==> config.mk <==
export PLATFORM = sky130hd
export DESIGN_NAME = uart_rx_param
export DESIGN_NICKNAME = d
export VERILOG_FILES = /design/src/rtl/uart_rx_param.sv
export SDC_FILE = /design/constraint.sdc
export NUM_CORES = 1
export LEC_CHECK = 0
export CAP_MARGIN = 0
export CORE_MARGIN = 5
export CORE_UTILIZATION = 35
export CTS_CLUSTER_SIZE = 16
export DETAILED_ROUTE_END_ITERATION = 8
export GPL_TIMING_DRIVEN = 1
export MAX_ROUTING_LAYER = met4
export REMOVE_ABC_BUFFERS = 1
export SETUP_SLACK_MARGIN = 0.1
export SLEW_MARGIN = 10
export SYNTH_ARGS = -nofsm -noshare
export SYNTH_HDL_FRONTEND = slang
export SYNTH_SLANG_ARGS = --single-unit
==> constraint.sdc <==
create_clock -name clk -period 4.91 [get_ports clk]
set_input_delay 0.982 -clock clk [delete_from_list [all_inputs] [get_ports clk]]
set_output_delay 0.982 -clock clk [all_outputs]
set_load 0.005 [all_outputs]
==> src/rtl/uart_rx_param.sv <==
// Parametrised UART receiver: 5..9 data bits, none/odd/even parity, 1 or 2 stop bits,
// with valid strobe and parity/framing flags. Define UART_RX_MAJORITY_EN for 3-sample majority voting.
module uart_rx_param #(
    parameter int CLOCK_FREQ = 50000000,
    parameter int BAUD_RATE  = 9600,
    parameter int DATA_BITS  = 8,
    parameter int PARITY     = 0,
    parameter int STOP_BITS  = 1
) (
    input  logic                 clk,
    input  logic                 rst_n,
    input  logic                 data_in,
    output logic [DATA_BITS-1:0] rx_data,
    output logic                 rx_valid,
    output logic                 parity_err,
    output logic                 frame_err,
    output logic                 rx_busy
);

    localparam int CLKS_PER_BIT = CLOCK_FREQ / BAUD_RATE;
    localparam int MID          = (CLKS_PER_BIT - 1) / 2;
    localparam int CNT_W        = ($clog2(CLKS_PER_BIT) < 1) ? 1 : $clog2(CLKS_PER_BIT);
    localparam int IDX_W        = ($clog2(DATA_BITS) < 1) ? 1 : $clog2(DATA_BITS);

    localparam logic [CNT_W-1:0] CNT_LAST = CNT_W'(CLKS_PER_BIT - 1);
`ifdef UART_RX_MAJORITY_EN
    localparam logic [CNT_W-1:0] SAMPLE_AT = CNT_W'(MID + 1);
`else
    localparam logic [CNT_W-1:0] SAMPLE_AT = CNT_W'(MID);
`endif
    localparam logic [IDX_W-1:0] LAST_IDX  = IDX_W'(DATA_BITS - 1);
    localparam logic             LAST_STOP = (STOP_BITS == 2) ? 1'b1 : 1'b0;

    typedef enum logic [2:0] {
        S_IDLE   = 3'd0,
        S_START  = 3'd1,
        S_DATA   = 3'd2,
        S_PARITY = 3'd3,
        S_STOP   = 3'd4
    } state_t;

    function automatic logic parity_bad(input logic [DATA_BITS-1:0] d, input logic p);
        logic bad;
        if (PARITY == 1) begin
            bad = ~(^d ^ p);
        end else if (PARITY == 2) begin
            bad = ^d ^ p;
        end else begin
            bad = 1'b0;
        end
        return bad;
    endfunction

    function automatic logic majority3(input logic a, input logic b, input logic c);
        return (a & b) | (a & c) | (b & c);
    endfunction

    state_t               state_q;
    logic                 sync1_q;
    logic                 sync_in_q;
    logic [CNT_W-1:0]     cnt_q;
    logic [IDX_W-1:0]     bit_idx_q;
    logic                 stop_idx_q;
    logic [DATA_BITS-1:0] shift_q;
    logic                 par_bad_q;
    logic                 stop_bad_q;
    logic                 armed_q;
    logic [DATA_BITS-1:0] rx_data_q;
    logic                 rx_valid_q;
    logic                 parity_err_q;
    logic                 frame_err_q;
    logic                 rx_busy_q;
    logic                 sample_tick_s;
    logic                 baud_tick_s;
    logic                 bit_s;

`ifndef SYNTHESIS
    initial begin
        if (CLKS_PER_BIT < 4 || DATA_BITS < 5 || DATA_BITS > 9 ||
            PARITY < 0 || PARITY > 2 || STOP_BITS < 1 || STOP_BITS > 2) begin
            $error("uart_rx_param: illegal parameters (CLKS_PER_BIT=%0d DATA_BITS=%0d PARITY=%0d STOP_BITS=%0d)",
                   CLKS_PER_BIT, DATA_BITS, PARITY, STOP_BITS);
        end
    end
`endif

    // Two-flop synchronizer; idles high so reset does not fake a start bit
    always_ff @(posedge clk or negedge rst_n) begin
        if (!rst_n) begin
            sync1_q   <= 1'b1;
            sync_in_q <= 1'b1;
        end else begin
            sync1_q   <= data_in;
            sync_in_q <= sync1_q;
        end
    end

`ifdef UART_RX_MAJORITY_EN
    logic maj0_q;
    logic maj1_q;

    // Capture the two early votes; the third is the live sample at MID+1
    always_ff @(posedge clk or negedge rst_n) begin
        if (!rst_n) begin
            maj0_q <= 1'b1;
            maj1_q <= 1'b1;
        end else begin
            if (cnt_q == CNT_W'(MID - 1)) begin
                maj0_q <= sync_in_q;
            end
            if (cnt_q == CNT_W'(MID)) begin
                maj1_q <= sync_in_q;
            end
        end
    end
`endif

    // Tick decode and the bit value used at each sample point
    always_comb begin
        sample_tick_s = (cnt_q == SAMPLE_AT);
        baud_tick_s   = (cnt_q == CNT_LAST);
`ifdef UART_RX_MAJORITY_EN
        bit_s         = majority3(maj0_q, maj1_q, sync_in_q);
`else
        bit_s         = sync_in_q;
`endif
    end

    // Receive FSM with registered outputs
    always_ff @(posedge clk or negedge rst_n) begin
        if (!rst_n) begin
            state_q      <= S_IDLE;
            cnt_q        <= '0;
            bit_idx_q    <= '0;
            stop_idx_q   <= 1'b0;
            shift_q      <= '0;
            par_bad_q    <= 1'b0;
            stop_bad_q   <= 1'b0;
            armed_q      <= 1'b1;
            rx_data_q    <= '0;
            rx_valid_q   <= 1'b0;
            parity_err_q <= 1'b0;
            frame_err_q  <= 1'b0;
            rx_busy_q    <= 1'b0;
        end else begin
            rx_valid_q <= 1'b0;
            case (state_q)
                S_IDLE: begin
                    cnt_q      <= '0;
                    bit_idx_q  <= '0;
                    stop_idx_q <= 1'b0;
                    // After a break the line must be seen high before a new start counts
                    if (!armed_q) begin
                        armed_q <= sync_in_q;
                    end else if (!sync_in_q) begin
                        state_q    <= S_START;
                        rx_busy_q  <= 1'b1;
                        par_bad_q  <= 1'b0;
                        stop_bad_q <= 1'b0;
                    end
                end
                S_START: begin
                    cnt_q <= cnt_q + CNT_W'(1);
                    if (sample_tick_s && bit_s) begin
                        state_q   <= S_IDLE;
                        rx_busy_q <= 1'b0;
                        cnt_q     <= '0;
                    end else if (baud_tick_s) begin
                        state_q <= S_DATA;
                        cnt_q   <= '0;
                    end
                end
                S_DATA: begin
                    cnt_q <= cnt_q + CNT_W'(1);
                    // LSB arrives first, so shifting in at the top leaves it at bit 0
                    if (sample_tick_s) begin
                        shift_q <= {bit_s, shift_q[DATA_BITS-1:1]};
                    end
                    if (baud_tick_s) begin
                        cnt_q <= '0;
                        if (bit_idx_q == LAST_IDX) begin
                            state_q <= (PARITY != 0) ? S_PARITY : S_STOP;
                        end else begin
                            bit_idx_q <= bit_idx_q + IDX_W'(1);
                        end
                    end
                end
                S_PARITY: begin
                    cnt_q <= cnt_q + CNT_W'(1);
                    if (sample_tick_s) begin
                        par_bad_q <= parity_bad(shift_q, bit_s);
                    end
                    if (baud_tick_s) begin
                        state_q <= S_STOP;
                        cnt_q   <= '0;
                    end
                end
                S_STOP: begin
                    cnt_q <= cnt_q + CNT_W'(1);
                    if (sample_tick_s) begin
                        if (stop_idx_q == LAST_STOP) begin
                            // Finish at mid-stop so a back-to-back start edge is not missed
                            rx_data_q    <= shift_q;
                            rx_valid_q   <= 1'b1;
                            parity_err_q <= par_bad_q;
                            frame_err_q  <= stop_bad_q | ~bit_s;
                            state_q      <= S_IDLE;
                            rx_busy_q    <= 1'b0;
                            cnt_q        <= '0;
                            armed_q      <= bit_s;
                        end else begin
                            stop_bad_q <= stop_bad_q | ~bit_s;
                        end
                    end else if (baud_tick_s) begin
                        stop_idx_q <= ~stop_idx_q;
                        cnt_q      <= '0;
                    end
                end
                default: begin
                    state_q   <= S_IDLE;
                    rx_busy_q <= 1'b0;
                    cnt_q     <= '0;
                end
            endcase
        end
    end

    assign rx_data    = rx_data_q;
    assign rx_valid   = rx_valid_q;
    assign parity_err = parity_err_q;
    assign frame_err  = frame_err_q;
    assign rx_busy    = rx_busy_q;

endmodule
==> results.py, run 1 <==
metrics = {
    "outcome": {
        "status": "complete, no violations",
    },
    "global_routing": {
        "grt_pass1_vias": 1334,
        "grtUsageTotal_pct": 11.3,
        "grt_max_degree": 44,
        "grt_pass1_wl_um": 6430,
        "gr-total-overflow": 0,
        "grt_antenna_before_repair": 0,
    },
    "min_path": {
        "hp-class": "register to register",
    },
    "floorplanning": {
        "die_h_um": 86.6,
        "core_um2": 5610,
        "die_w_um": 86.6,
        "initial_utilization_pct": 36.6,
        "ios": 15,
        "dieArea_um2": 7490,
        "core.rowCount": 27,
    },
    "sta": {
        "setup_viol": 0,
        "hold_viol_final": 0,
        "fmax_mhz": 404,
        "post-route-min-period_ns": 2.47,
        "tightest_slew_ns": 0.952,
        "rsz0062_at_grt": "no",
        "fin_crit_sh_pct": 50.4,
        "slew_violations": 0,
        "setup_tns_ns": 0,
        "fin_skew_ns": 0.00809,
        "slew_headroom_pct": 36.6,
    },
    "critical_path": {
        "r2r-end": "rx_data[6]$_DFFE_PN0P_",
        "cp-endpoint": "rx_data[6]$_DFFE_PN0P_",
        "endpoint_kind": "register",
        "crit_type": "register to register",
        "regToRegStartpoint": "cnt_q[0]$_DFF_PN0_",
        "critPathMaxFanout": 9,
        "arrival_ns": 2.66,
        "critPathRequiredTime_ns": 5.09,
        "startpoint_type": "register",
        "rr_worst_depth": 5,
        "r2r_setup_slack_ns": 2.44,
        "crit_path_start": "cnt_q[0]$_DFF_PN0_",
    },
    "cts": {
        "ctsHoldBuffers": 0,
        "ctsResizeCount": 0,
        "htree_levels": 2,
        "clk_latency_ns": 0.30,
        "post-cts-setup-buffer-count": 0,
        "cts_tree": "done",
        "root_buffer": "clkbuf_8",
        "cts_sinks": 43,
        "cts_buffers": 5,
        "clock_path_buffers": 2,
        "cts.clk_slew.worst_paths_ns": 0.08,
    },
    "route": {
        "final_antenna_net_count": 0,
        "dr.pass1.iters": 4,
        "vias": 1339,
        "drc": 0,
        "avgViaCountPerCell": 5.15,
        "wirelength_um": 3620,
        "wl_per_cell_um": 13.9,
        "drt_iter0_markers": 69,
    },
    "cells_and_area": {
        "fillCellCount": 546,
        "seq_area_um2": 1080,
        "diodes": 0,
        "multiInputGateArea_um2": 891,
        "final_cell_count_no_fill": 260,
        "fin_nets": 193,
        "syn_to_final_growth_pct": 12.7,
        "drive_gt1_share_pct": 20.7,
        "design_area_um2": 2310,
    },
    "synth": {
        "async_flop_share_pct": 100,
        "yosysSeqAreaShare_pct": 52.6,
        "synth_seq_cells": 43,
        "synth_enable_flop_cells": 0,
        "synth_area_leader_cell": "dfrtp_1",
        "synth_common_cells": "40 x dfrtp_1, 19 x mux2_2, 11 x nor2_1",
        "syn_inst": 177,
        "avgSynthCellArea_um2": 11.6,
        "synthesis.area_um2": 2050,
        "synthTopCellsByArea": "dfrtp_1 49%, mux2_2 10%, dfstp_2 3.8%",
        "yosys.cell_count.top_type": "dfrtp_1",
        "synth_ff_type": "dfrtp_1",
        "ys.warnings.count": 0,
        "synth_top_area_share_pct": 48.8,
        "ys_types": 42,
    },
    "place": {
        "io_buffers": 13,
        "place_area_um2": 2200,
        "dp_hpwl_um": 2450,
        "globalplace.congestion": 0.845,
        "placed_cells": 252,
    },
    "flow_run": {
        "max-cap-violations": 0,
    },
    "power": {
        "peakVddDrop_uv": 197,
        "power_leakage_nw": 1.02,
        "powerDensity_nw_per_um2": 363,
    },
}
==> sequential cells by signal, summed over array words and instances (netlist names) <==
| signal | flops |
|---|---|
| armed_q | 1 |
| bit_idx_q | 3 |
| bit_s | 1 |
| cnt_q | 13 |
| frame_err | 1 |
| rx_busy | 1 |
| rx_data | 8 |
| rx_valid | 1 |
| shift_q | 8 |
| state_q | 3 |
| stop_bad_q | 1 |
| stop_idx_q | 1 |
| sync1_q | 1 |
==> worst max-delay path, cell delays in order, from the launching register on <==
cell	delay, ns
dfrtp_1	0.41
ha_1	0.26
nor3b_2	0.27
and4_1	0.37
nor3b_2	0.64
mux2_2	0.41
==> logic make-up after synthesis <==
kind of cell               Yosys count  synth area share (%)
DFF                                 43                  52.6
and+or+nand+nor                     60                  17.0
xor gates and xnor gates            11                  4.70
other                                1                 0.183
adders and majority gates            3                  1.83
buffers and inverters               14                  3.96
AOI/OAI and AO/OA                   25                  8.78
muxes                               20                  10.9
==> power by group <==
| part | switching (mW) | total, mW | internal, mW |
|---|---|---|---|
| Sequential | 0.0440 | 0.431 | 0.387 |
| Clock | 0.123 | 0.274 | 0.151 |
| Combinational | 0.0756 | 0.135 | 0.0597 |
==> worst min path at each step <==
stage,startpoint,endpoint,slack (ns),cells past startpoint
floorplan,sync1_q$_DFF_PN1_,bit_s$_DFF_PN1_,0.35,0
global placement,sync1_q$_DFF_PN1_,bit_s$_DFF_PN1_,0.35,0
detailed placement,sync1_q$_DFF_PN1_,bit_s$_DFF_PN1_,0.35,0
CTS,sync1_q$_DFF_PN1_,bit_s$_DFF_PN1_,0.36,0
global route,sync1_q$_DFF_PN1_,bit_s$_DFF_PN1_,0.37,0
finish,sync1_q$_DFF_PN1_,bit_s$_DFF_PN1_,0.36,0
==> cell usage in the layout, fill, tap and decap left out, types with 2 or more instances in the layout <==
master and n:
nor3b_2 2, nor3_1 6, and3b_1 3, a211oi_2 3, a21oi_1 9, nand2_1 9
and2_1 2, a211oi_1 4, and4_1 3, nor2b_1 2, xnor2_1 8, nor4_1 2
clkdlybuf4s50_1 12, o21ai_0 3, xor2_1 3, mux2_2 19, dfstp_2 3, nor2_1 11
nand3_1 9, nand4_1 4, clkbuf_8 5, dfrtp_1 40, inv_1 4, ha_1 3
==> metal layers <==
| metal | routed length [um] | vias to the layer above | track usage, % | share of wire (%) |
|---|---|---|---|---|
| li1 | - | 658 | - | - |
| met1 | 1730 | 656 | 14.4 | 48 |
| met2 | 1690 | 18 | 16.6 | 47 |
| met3 | 118 | 7 | 2.19 | 3.3 |
| met4 | 83 | 0 | 6.66 | 2.3 |
| met5 | 0 | - | - | 0 |
==> layout make-up <==
type | count | share of cell area (%)
clock buffer | 5 | 2.97
timing repair buffer | 13 | 5.41
inverter | 4 | 0.649
sequential | 43 | 46.7
tap | 72 | 3.89
clock inverter | 3 | 1.89
multi-input combinational | 120 | 38.5
==> stage by stage <==
| step | util [%] | hold WS [ns] | setup slack, ns | power [mW] |
|---|---|---|---|---|
| after floorplan | - | 0.345 | 2.78 | 0.532 |
| after global placement | 39.2 | 0.347 | 2.49 | 0.575 |
| after detailed placement | 39.2 | 0.349 | 2.40 | 0.575 |
| after CTS | 41.3 | 0.361 | 2.38 | 0.853 |
| after global routing | 41.3 | 0.368 | 2.19 | 0.888 |
| final | 41.3 | 0.360 | 2.44 | 0.841 |
(Power assumes the default switching activity.)
==> run 2: changes to the inputs <==
==> constraint.sdc (replaced) <==
create_clock -name clk -period 2.1 [get_ports clk]
set_input_delay 0.42 -clock clk [delete_from_list [all_inputs] [get_ports clk]]
set_output_delay 0.42 -clock clk [all_outputs]
set_load 0.005 [all_outputs]
==> run 2 against run 1 <==
Cell area grew 4.3%. Count of clock-buffer cells in the layout grew 1. Die area is the same. Sequential cell count is the same. Critical path type unchanged. Power grew to 2.5 times the previous value. Largest power group unchanged. First-iteration DRC count grew 29%. Register-to-register slack lost 2.2 ns. Critical endpoint is now rx_data[7]$_DFFE_PN0P_. Final cell count grew 3.1%. Fmax grew 32%. Via count grew 1.8%.
==> results.py, run 2 (synthesis gave the netlist of run 1 again) <==
metrics = {
    "cells_and_area": {
        "drive_gt1_share_pct": 25.0,
        "largest_reg_flops": 13,
        "fin_nets": 201,
        "largest-register": "cnt_q",
        "final_cell_count_no_fill": 268,
        "final_common_cell": "dfrtp_1",
        "syn_to_final_growth_pct": 17.6,
        "fillCellCount": 536,
        "layout_common_cells": "40 x dfrtp_1, 19 x mux2_2, 12 x clkdlybuf4s50_1",
        "design_area_um2": 2410,
        "diodes": 0,
    },
    "sta": {
        "fin_crit_sh_pct": 89.4,
        "hold_viol_final": 0,
        "fin_skew_ns": 0.00573,
        "tightest_slew_ns": 0.542,
        "post-route-min-period_ns": 1.88,
        "rsz0062_at_grt": "no",
        "whs_ns": 0.185,
        "slew_violations": 0,
        "setup_viol": 0,
        "slew_headroom_pct": 63.9,
        "fmax_mhz": 533,
    },
    "place": {
        "placed_cells": 259,
        "globalplace.congestion": 0.801,
        "place_area_um2": 2250,
        "dp_hpwl_um": 2520,
        "io_buffers": 13,
    },
    "floorplanning": {
        "die_w_um": 86.6,
        "dieArea_um2": 7490,
        "initial_utilization_pct": 36.6,
        "die_h_um": 86.6,
        "core.rowCount": 27,
        "core_um2": 5610,
        "ios": 15,
    },
    "cts": {
        "root_buffer": "clkbuf_8",
        "cts_sinks": 43,
        "cts_tree": "done",
        "cts.clk_slew.worst_paths_ns": 0.08,
        "htree_levels": 2,
        "cts_buffers": 5,
        "clock_path_buffers": 2,
        "clk_latency_ns": 0.30,
    },
    "global_routing": {
        "grt_pass1_wl_um": 6260,
        "gr-total-overflow": 0,
        "grtUsageMet2_pct": 15.1,
        "grt_pass1_vias": 1302,
        "grt_max_degree": 44,
        "grt_use_met3_pct": 2.95,
        "top_usage_layer": "met2",
        "met1_usage_pct": 15.0,
        "grt_antenna_before_repair": 0,
        "grtUsageTotal_pct": 11.1,
    },
    "route": {
        "avgViaCountPerCell": 5.09,
        "wl_per_cell_um": 14.0,
        "vias": 1363,
        "wirelength_um": 3760,
        "final_antenna_net_count": 0,
        "drt_iter0_markers": 89,
        "dr.pass1.iters": 5,
        "drc": 0,
    },
    "critical_path": {
        "critPathRequiredTime_ns": 2.29,
        "endpoint_kind": "register",
        "crit_buf_inv": 1,
        "r2r_setup_slack_ns": 0.22,
        "crit_family": "simple AND/OR/NAND/NOR gates",
        "crit_path_top_delay_cell": "dfrtp_1",
        "regToRegStartpoint": "cnt_q[0]$_DFF_PN0_",
        "critPathMaxFanout": 9,
        "cp_slowest_stage_delay_ns": 0.39,
        "arrival_ns": 2.06,
        "rr_worst_depth": 6,
        "startpoint_type": "register",
        "crit_chain": "ha_1 > nor3b_4 > and4_4 > nor3b_2 > buf_6 > mux2_2",
        "r2r-end": "rx_data[7]$_DFFE_PN0P_",
        "crit_type": "register to register",
    },
    "min_path": {
        "hp-class": "primary input to async pin",
    },
    "power": {
        "power_leakage_nw": 1.07,
        "powerDensity_nw_per_um2": 888,
        "peakVddDrop_uv": 526,
    },
    "outcome": {
        "status": "complete, no violations",
    },
    "flow_run": {
        "max-cap-violations": 0,
    },
}
[run 2: area by class of cell]
class	count	area (um^2)	area share (%)
clock buffers	6	72.6	3.01
clock inverters	2	60.1	2.49
inverters	4	15.0	0.622
multi-input cells	120	907	37.6
flip-flops and latches	43	1080	44.7
well taps	72	90.1	3.73
repair buffers	21	189	7.83
[run 2: worst max-delay path by stage]
stage,from,endpoint,slack [ns],cells past startpoint
2_1_floorplan,cnt_q[0]$_DFF_PN0_,frame_err$_DFFE_PN0P_,-0.03,5
3_3_place_gp,cnt_q[4]$_DFF_PN0_,cnt_q[12]$_DFF_PN0_,0.19,4
3_5_place_dp,cnt_q[0]$_DFF_PN0_,cnt_q[6]$_DFF_PN0_,0.15,5
4_1_cts,cnt_q[4]$_DFF_PN0_,cnt_q[6]$_DFF_PN0_,0.10,4
5_1_grt,cnt_q[0]$_DFF_PN0_,rx_data[2]$_DFFE_PN0P_,0.09,6
6_report,cnt_q[0]$_DFF_PN0_,rx_data[7]$_DFFE_PN0P_,0.22,6
[run 2: what timing repair did]
item                       CTS  global route
hold endpoints to repair     0             0
setup buffers                0             1
setup endpoints to repair    0            30
hold buffers                 0             0
resized for setup            0             5
[run 2: stage by stage]
| step | setup TNS, ns | worst slack (ns) | util, % | power [mW] |
|---|---|---|---|---|
| finish | 0 | 0.223 | 43.0 | 2.14 |
| global route | 0 | 0.0883 | 43.0 | 2.26 |
| detailed placement | 0 | 0.150 | 40.2 | 1.36 |
| CTS | 0 | 0.105 | 42.5 | 2.14 |
| global placement | 0 | 0.189 | 40.2 | 1.37 |
| floorplan | -0.305 | -0.0338 | - | 1.24 |
[run 2: power by group]
part / internal, mW / switching [mW]
clock: 0.475 / 0.281
sequential: 0.906 / 0.103
combinational: 0.180 / 0.197
[run 2: routing by layer]
metal	share of wire, %	vias to the layer above
met4	2.4	0
li1	-	668
met2	44	17
met5	0	-
met3	2.6	8
met1	51	670
==> run 3: changes to the inputs <==
--- a/config.mk
+++ b/config.mk
@@ -11,10 +11,11 @@
 export CTS_CLUSTER_SIZE = 16
 export DETAILED_ROUTE_END_ITERATION = 8
 export GPL_TIMING_DRIVEN = 1
-export MAX_ROUTING_LAYER = met4
+export PLACE_DENSITY = 0.51
 export REMOVE_ABC_BUFFERS = 1
 export SETUP_SLACK_MARGIN = 0.1
 export SLEW_MARGIN = 10
 export SYNTH_ARGS = -nofsm -noshare
 export SYNTH_HDL_FRONTEND = slang
 export SYNTH_SLANG_ARGS = --single-unit
+export TNS_END_PERCENT = 20
==> run 3 against run 2 <==
Combinational power is 9.5% higher. Hold slack worse by 0.0025 ns. Count of clock-buffer cells in the layout down 1. Register-to-register slack lost 0.04 ns. Sequential share of layout area shrank 0.12 points. Critical path type unchanged. Critical endpoint is now rx_data[1]$_DFFE_PN0P_. Largest cell class unchanged. Highest routed layer unchanged.
==> results.py, run 3 (synthesis gave the netlist of run 1 again) <==
metrics = {
    "outcome": {
        "status": "complete, no violations",
    },
    "cells_and_area": {
        "final_cell_count_no_fill": 270,
        "syn_to_final_growth_pct": 17.9,
        "diodes": 0,
        "fin_nets": 203,
        "drive_gt1_share_pct": 26.8,
        "final_common_cell": "dfrtp_1",
        "layout_common_cells": "40 x dfrtp_1, 19 x mux2_2, 12 x clkdlybuf4s50_1",
        "largest_reg_flops": 13,
        "largest-register": "cnt_q",
        "design_area_um2": 2420,
    },
    "critical_path": {
        "crit_type": "register to register",
        "critPathRequiredTime_ns": 2.29,
        "arrival_ns": 2.11,
        "startpoint_type": "register",
        "crit_chain": "ha_1 > nor3b_4 > and4_4 > nor3b_2 > buf_4 > mux2_2",
        "crit_path_start": "cnt_q[0]$_DFF_PN0_",
        "critPathMaxFanout": 9,
        "crit_buf_inv": 1,
        "endpoint_kind": "register",
        "crit_path_top_delay_cell": "dfrtp_1",
        "regToRegStartpoint": "cnt_q[0]$_DFF_PN0_",
        "cp_slowest_stage_delay_ns": 0.41,
        "crit_family": "simple AND/OR/NAND/NOR gates",
    },
    "route": {
        "drt_iter0_markers": 90,
        "final_antenna_net_count": 0,
        "wirelength_um": 4070,
        "dr.pass1.iters": 4,
        "wl_per_cell_um": 15.1,
        "vias": 1394,
        "drc": 0,
        "avgViaCountPerCell": 5.16,
    },
    "floorplanning": {
        "initial_utilization_pct": 36.6,
        "core_um2": 5610,
        "dieArea_um2": 7490,
        "core.rowCount": 27,
        "die_w_um": 86.6,
        "ios": 15,
        "die_h_um": 86.6,
    },
    "place": {
        "io_buffers": 13,
        "place_area_um2": 2270,
        "globalplace.congestion": 0.809,
        "dp_hpwl_um": 2880,
        "placed_cells": 261,
    },
    "flow_run": {
        "max-cap-violations": 0,
    },
    "sta": {
        "hold_viol_final": 0,
        "tightest_slew_ns": 0.546,
        "fin_skew_ns": 0.00603,
        "setup_viol": 0,
        "whs_ns": 0.182,
        "fmax_mhz": 522,
        "fin_crit_sh_pct": 91.2,
        "slew_violations": 0,
        "slew_headroom_pct": 63.6,
        "setup_tns_ns": 0,
        "rsz0062_at_grt": "no",
        "post-route-min-period_ns": 1.92,
    },
    "power": {
        "total_power_mw": 2.07,
        "powerDensity_nw_per_um2": 855,
        "power_leakage_nw": 1.07,
        "peakVddDrop_uv": 372,
    },
    "cts": {
        "ctsHoldBuffers": 0,
        "cts_sinks": 43,
        "cts.clk_slew.worst_paths_ns": 0.08,
        "cts_buffers": 5,
        "htree_levels": 2,
        "root_buffer": "clkbuf_8",
        "clk_latency_ns": 0.30,
        "cts_tree": "done",
        "clock_path_buffers": 2,
    },
    "global_routing": {
        "grt_pass1_wl_um": 7380,
        "grt_antenna_before_repair": 0,
        "grt_max_degree": 44,
        "gr-total-overflow": 0,
        "grt_pass1_vias": 1511,
        "grtUsageTotal_pct": 12.3,
    },
    "min_path": {
        "hp-class": "primary input to async pin",
    },
}
[run 3: stage by stage]
stage	setup slack (ns)	utilization, %
floorplan	-0.0338	-
global placement	0.164	40.5
detailed placement	0.105	40.5
CTS	0.126	42.5
global route	0.101	43.2
finish	0.184	43.2
[run 3: cell type report]
cell class / count / area (um^2)
clock buffer: 5 / 68.8
clock inverter: 3 / 43.8
fill: 547 / 3190
inverter: 4 / 15.0
multi-input combinational: 120 / 922
sequential: 43 / 1080
tap: 72 / 90.1
timing repair buffer: 23 / 200
[run 3: routing by layer]
metal | part of all wire, % | global-route usage (%)
met1 | 46 | 16.2
met2 | 49 | 19.1
met3 | 3.2 | 3.71
met4 | 2.1 | 4.53
met5 | 0 | 0
[run 3: worst reg2reg max path, delay by kind of cell, from the launching register on]
| kind | cells | cell delay [ns] |
|---|---|---|
| flops | 1 | 0.41 |
| buf+inv | 1 | 0.20 |
| fa+ha+maj | 1 | 0.20 |
| simple gates | 3 | 0.66 |
| mux | 1 | 0.35 |
[run 3: timing repair]
action | in CTS | in global routing
endpoints found under the setup margin | 8 | 21
resized for setup | 1 | 5
pin swaps | 0 | 0
hold endpoints to repair | 0 | 0
setup buffers | 0 | 1
[run 3: worst paths after layout]
check / to / slack [ns] / cells after the start
max in group asynchronous: stop_idx_q$_DFFE_PN0P_ / 1.54 / 2
setup reg to reg: rx_data[1]$_DFFE_PN0P_ / 0.18 / 6
setup / recovery: rx_data[1]$_DFFE_PN0P_ / 0.18 / 6
min in group clk: bit_s$_DFF_PN1_ / 0.36 / 0
hold reg to reg: bit_s$_DFF_PN1_ / 0.36 / 0
hold / removal: cnt_q[11]$_DFF_PN0_ / 0.18 / 2
[run 3: report_power, final]
group          internal [mW]  total (mW)  switching, mW
Sequential             0.905        1.01          0.102
Clock                  0.354       0.648          0.294
Combinational          0.199       0.414          0.215
